`config.mk`:
```
export PLATFORM = sky130hd
export DESIGN_NAME = palette_write_ctrl
export DESIGN_NICKNAME = d
export VERILOG_FILES = /design/src/rtl/palette_write_ctrl.sv
export SDC_FILE = /design/constraint.sdc
export NUM_CORES = 1
export LEC_CHECK = 0
export CELL_PAD_IN_SITES_DETAIL_PLACEMENT = 1
export CELL_PAD_IN_SITES_GLOBAL_PLACEMENT = 1
export CORE_MARGIN = 3
export CORE_UTILIZATION = 31
export CTS_BUF_LIST = sky130_fd_sc_hd__clkbuf_8
export DETAILED_ROUTE_END_ITERATION = 8
export PLACE_DENSITY_LB_ADDON = 0.3
export SETUP_SLACK_MARGIN = 0.15
export SLEW_MARGIN = 20
export SYNTH_ARGS = -nofsm -noshare
export SYNTH_HDL_FRONTEND = slang
export SYNTH_SLANG_ARGS = --single-unit
```
`constraint.sdc`:
```
create_clock -name clk -period 1.79 [get_ports clk]
set_clock_uncertainty 0.05 [all_clocks]
set_input_delay 0.2685 -clock clk [delete_from_list [all_inputs] [get_ports clk]]
set_output_delay 0.2685 -clock clk [all_outputs]
set_load 0.1 [all_outputs]
```
`src/rtl/palette_write_ctrl.sv`:
```
// Palette RAM write-side controller: CPU address/data writes with auto-increment, bulk fill.
// Optional build macro PAL_MIRROR_EN mirrors universal-color writes into the other half.
module palette_write_ctrl #(
  parameter int ADDR_W   = 5,
  parameter int DATA_W   = 6,
  parameter int AUTO_INC = 1
) (
  input  logic              clk,
  input  logic              rst,
  input  logic              addr_we,
  input  logic              data_we,
  input  logic [7:0]        cpu_data,
  input  logic              fill_start,
  output logic              busy,
  output logic              overrun,
  output logic [ADDR_W-1:0] cur_addr,
  output logic              ram_we,
  output logic [ADDR_W-1:0] ram_addr,
  output logic [DATA_W-1:0] ram_din
);

`ifdef PAL_MIRROR_EN
  typedef enum logic [1:0] {IDLE, WRITE, MIRROR, FILL} state_t;
`else
  typedef enum logic [1:0] {IDLE, WRITE, FILL} state_t;
`endif

  localparam logic [ADDR_W-1:0] LAST = '1;
  localparam logic [ADDR_W-1:0] INC  = ADDR_W'(AUTO_INC);

  state_t state;
  logic   any_cmd;
  logic   unused_cpu_bits;

  assign any_cmd         = fill_start | data_we | addr_we;
  assign unused_cpu_bits = ^cpu_data;

  always_ff @(posedge clk) begin
    if (rst) begin
      state    <= IDLE;
      busy     <= 1'b0;
      overrun  <= 1'b0;
      cur_addr <= '0;
      ram_we   <= 1'b0;
      ram_addr <= '0;
      ram_din  <= '0;
    end else begin
      case (state)
        IDLE: begin
          if (fill_start) begin
            state    <= FILL;
            busy     <= 1'b1;
            ram_we   <= 1'b1;
            ram_addr <= '0;
            ram_din  <= cpu_data[DATA_W-1:0];
            if (data_we | addr_we) overrun <= 1'b1;
          end else if (data_we) begin
            // ram_addr keeps the pre-increment address for the mirror decision
            state    <= WRITE;
            busy     <= 1'b1;
            ram_we   <= 1'b1;
            ram_addr <= cur_addr;
            ram_din  <= cpu_data[DATA_W-1:0];
            cur_addr <= addr_we ? cpu_data[ADDR_W-1:0] : cur_addr + INC;
          end else if (addr_we) begin
            cur_addr <= cpu_data[ADDR_W-1:0];
          end
        end
        WRITE: begin
`ifdef PAL_MIRROR_EN
          if (ram_addr[1:0] == 2'b00) begin
            state    <= MIRROR;
            ram_addr <= {~ram_addr[ADDR_W-1], ram_addr[ADDR_W-2:0]};
          end else
`endif
          begin
            state  <= IDLE;
            busy   <= 1'b0;
            ram_we <= 1'b0;
          end
        end
`ifdef PAL_MIRROR_EN
        MIRROR: begin
          state  <= IDLE;
          busy   <= 1'b0;
          ram_we <= 1'b0;
        end
`endif
        FILL: begin
          if (ram_addr == LAST) begin
            state    <= IDLE;
            busy     <= 1'b0;
            ram_we   <= 1'b0;
            cur_addr <= '0;
          end else begin
            ram_addr <= ram_addr + 1'b1;
          end
        end
        default: begin
          state  <= IDLE;
          busy   <= 1'b0;
          ram_we <= 1'b0;
        end
      endcase

      if (state != IDLE && any_cmd) overrun <= 1'b1;
    end
  end

endmodule
```
==> summary.txt <==
Setup path
  – Critical path launch point type: flop
  – Setup slack, reg-to-reg: 0.01 ns
  – Family with the most delay on the worst path: compound AO/OA/AOI/OAI gates
  – Data arrival time at the worst-slack endpoint: 1.89 ns
  – Sequence of cells on the critical path: ha_4, and3_4, ha_4, a21o_4, nor2_4, buf_6, a21oi_4, a311oi_2
  – Number of buffer and inverter stages on the critical path: 1
  – Cell repeated most along the worst path: ha_4
  – Worst EP required: 1.90 ns
  – Endpoint kind of the worst setup timing path: flop
  – Largest stage delay, worst path: 0.36 ns
  – Largest driver fanout on the critical path: 4
  – Critical Setup Path Class: flop to flop
  – Cell type of the slowest stage on the worst timing path: dfxtp_4

Layout
  – Share of cells above drive strength 1: 40.99%
  – Final standard cell area without fillers: 0.001817 sq mm
  – Post-Route Utilization: 58.08%
  – Multi-input gate area in the final layout: 661.9 sq um
  – Area delta synth->final: 74.10%
  – Diode count: 0
  – Number of nets in the finished design: 178
  – Final-layout fill cell count: 349
  – Total area of sequential cells: 421.7 sq um

Die
  – Die extent in y: 64.02 um
  – Num rows: 20
  – Initial Util: 33.36%
  – Die W: 64.02 um
  – Die area: 0.004099 sq mm
  – Core ar.: 0.003128 sq mm
  – Io pins: 32

Power
  – Power density of the placed cells: 823.5 mW/mm^2
  – Final total power: 0.001496 W
  – Pleak: 0.7090 nW
  – Peak supply drop: 0.5301 mV

Drt
  – Routed wirelength normalized by instance count: 17.88 um
  – Pre-Repair DR Iteration Count: 6
  – Total Routed Length: 3666 um
  – Via count: 1056
  – Number of violations reported at the end of detailed-routing iteration 0: 57
  – Routed Antenna Nets: 0
  – Detail-routed via count per cell: 5.151
  – DRC errors left: 0

Timing
  – Post-route setup TNS: 0 ns
  – Slew at the pin with the worst max-slew slack: 0.4414 ns
  – Time the final worst path needs with I/O delays and setup: 1.777 ns
  – Ratio of final minimum period to clock period: 99.26%
  – Pins Over Slew Limit: 0
  – Total count of hold-check failures in the final report: 0
  – Crit path setup slack, layout: 0.01333 ns
  – Highest achievable clock rate: 0.5628 GHz
  – RSZ-0062 raised after global routing: true
  – Worst max-slew margin expressed relative to the limit: 70.54%
  – Final setup violation count: 0

Synth
  – Synthesized-area fraction occupied by adder cells: 4.556%
  – Most area-consuming cells after synthesis: dfxtp_1, mux2i_1, a21oi_1
  – Synthesized-area fraction occupied by ao, oa, aoi and oai cells: 18.71%
  – Yosys reg bits: 20
  – Number of enable flip-flop cells after synthesis: 0
  – Area fraction in and, or, nand and nor cells after synthesis: 24.34%
  – Share of synthesized area spent on multiplexers: 6.715%
  – Synth Area in XOR/XNOR: 0%
  – Async set-or-reset flop fraction in the synthesized netlist: 0%
  – Post-synthesis net count: 138
  – Post-synthesis instance area: 0.001044 sq mm
  – Most frequently used flop master after synthesis: dfxtp_1
  – Top cell type by total area after synthesis: dfxtp_1
  – Dominant combinational cell family by area after synthesis: simple AND/OR/NAND/NOR gates
  – Unique cell type count in the Yosys netlist: 35
  – Post-synthesis cell count: 122
  – Number of warnings printed during yosys synthesis: 0
  – Portion of the post-synthesis area used by sequential elements: 38.37%
  – Synth top area share: 38.37%
  – Mean instance size in the synthesized netlist: 8.553 sq um

Worst hold path
  – Classification of the worst-slack hold path: flop to flop

Clocking
  – Sink Count: 20
  – TritonCTS clock tree: done
  – Root buffer cell: clkbuf_8
  – Number of buffers created by CTS: 3
  – CTS Hold Bufs: 0
  – Maximum clock insertion buffer count: 2
  – Depth of the CTS H-tree: 1
  – Later-pin clock latency in the skew report: 0.26 ns
  – Clock slew seen by the registers of the worst setup and hold paths: 0.08 ns

Global routing
  – Total routing resource utilization after global routing: 18.71%
  – Largest net degree at the start of global routing: 18
  – Wire length of the first global-routing pass: 5961 um
  – Initial antenna violation count: 0
  – Overflow after GRT: 0
  – Via count of the first global-routing pass: 1154

Placement
  – Worst slack at placement: -0.09575 ns
  – Placed instance area: 0.001644 sq mm
  – Total half-perimeter wirelength after legalization and detailed placement: 2561 um
  – Final RePlAce weighted congestion: 0.8294
  – Port-buffer cells: 29

Status
  – Result of the run: complete, no violations

Flow run
  – Total of max-cap violations: 0
cells in the mapped netlist (2+ instances only):
cell       n
ha_1       3
a221oi_1   2
clkbuf_1   2
inv_1      7
nand2b_1   3
o21ai_0    6
buf_4      2
nand2_1    4
or2_2      2
buf_6      2
nor2_1    13
o22ai_1    2
a311oi_1   3
nand3_1    6
nor3_1     8
dfxtp_1   20
nor2_2     2
mux2i_1    7
a21oi_1   11
nor2_4     2
cells in the final DEF, fill, tap and decap left out, drive strengths merged:
| master | Yosys | layout |
|---|---|---|
| maj3 | 1 | 1 |
| or4 | 2 | 2 |
| or2 | 2 | 2 |
| dlymetal6s2s | 0 | 1 |
| buf | 5 | 32 |
| a221oi | 2 | 2 |
| ha | 3 | 3 |
| a311oi | 4 | 4 |
| nor3b | 1 | 1 |
| and3b | 1 | 1 |
| a31oi | 1 | 1 |
| nand2 | 4 | 4 |
| clkdlybuf4s50 | 0 | 9 |
| clkbuf | 2 | 4 |
| nor2 | 17 | 17 |
| a22oi | 1 | 1 |
| nand3 | 6 | 6 |
| and2 | 1 | 1 |
| a21oi | 11 | 11 |
| a21o | 2 | 2 |
| nand2b | 3 | 3 |
| nor3 | 8 | 8 |
| o21ai | 6 | 6 |
| nor2b | 1 | 1 |
| mux2i | 7 | 7 |
| and3 | 1 | 1 |
| o22ai | 2 | 2 |
| dfxtp | 20 | 20 |
| a211o | 1 | 1 |
| inv | 7 | 7 |
where the power goes:
group	leakage [nW]	switching, W	internal (W)	total [W]
Combinational	0.511	0.000374	0.000238	0.000612
Clock	0.0288	0.000153	0.000196	0.000349
Sequential	0.169	0.0000549	0.000480	0.000535
worst reg2reg max path, stage by stage, from the launching register on:
cell      delay [ns]
dfxtp_4         0.36
ha_4            0.17
and3_4          0.15
ha_4            0.17
a21o_4          0.22
nor2_4          0.13
buf_6           0.14
a21oi_4         0.05
a311oi_2        0.24
layer usage:
| layer | up-vias | GRT usage (%) | wire length [um] |
|---|---|---|---|
| li1 | 509 | - | - |
| met1 | 514 | 21.12 | 1492 |
| met2 | 25 | 34.84 | 1967 |
| met3 | 8 | 4.569 | 130 |
| met4 | 0 | 4.313 | 74 |
| met5 | - | 0 | 0 |
metrics by stage:
stage	cells	hold WS, ns
global placement	194	0.4536
CTS	203	0.4795
global route	205	0.5190
detailed placement	194	0.4637
floorplan	122	0.3402
finish	205	0.4810
registers in the layout (all words and copies together), names as in the netlist:
name	cells
ram_we	1
state	2
cur_addr	5
ram_din	6
overrun	1
ram_addr	5
final timing paths:
check / from / to / depth (start not counted)
min: overrun$_SDFFE_PP0P_ / overrun$_SDFFE_PP0P_ / 2
max reg2reg: ram_addr[0]$_SDFFE_PP0P_ / ram_addr[0]$_SDFFE_PP0P_ / 8
min reg2reg: overrun$_SDFFE_PP0P_ / overrun$_SDFFE_PP0P_ / 2
max: ram_addr[0]$_SDFFE_PP0P_ / ram_addr[0]$_SDFFE_PP0P_ / 8
final cells by class:
class	count	share of cell area, %
inverter	7	1.446
tap	44	3.030
multi-input combinational	88	36.43
sequential	20	23.21
clock buffer	4	3.030
timing repair buffer	42	32.85
logic make-up after synthesis:
| kind of cell | count (synthesis) |
|---|---|
| mux | 7 |
| simple gates | 47 |
| buf+inv | 14 |
| flops | 20 |
| compound gates | 30 |
| fa+ha+maj | 4 |
timing repair:
action / 4_1_cts / 5_1_grt
setup buffers: 5 / 2
setup endpoints to repair: 10 / 11
pin swaps: 5 / 6
resized for setup: 4 / 10
No activity file was read; power rests on OpenSTA's default activity.
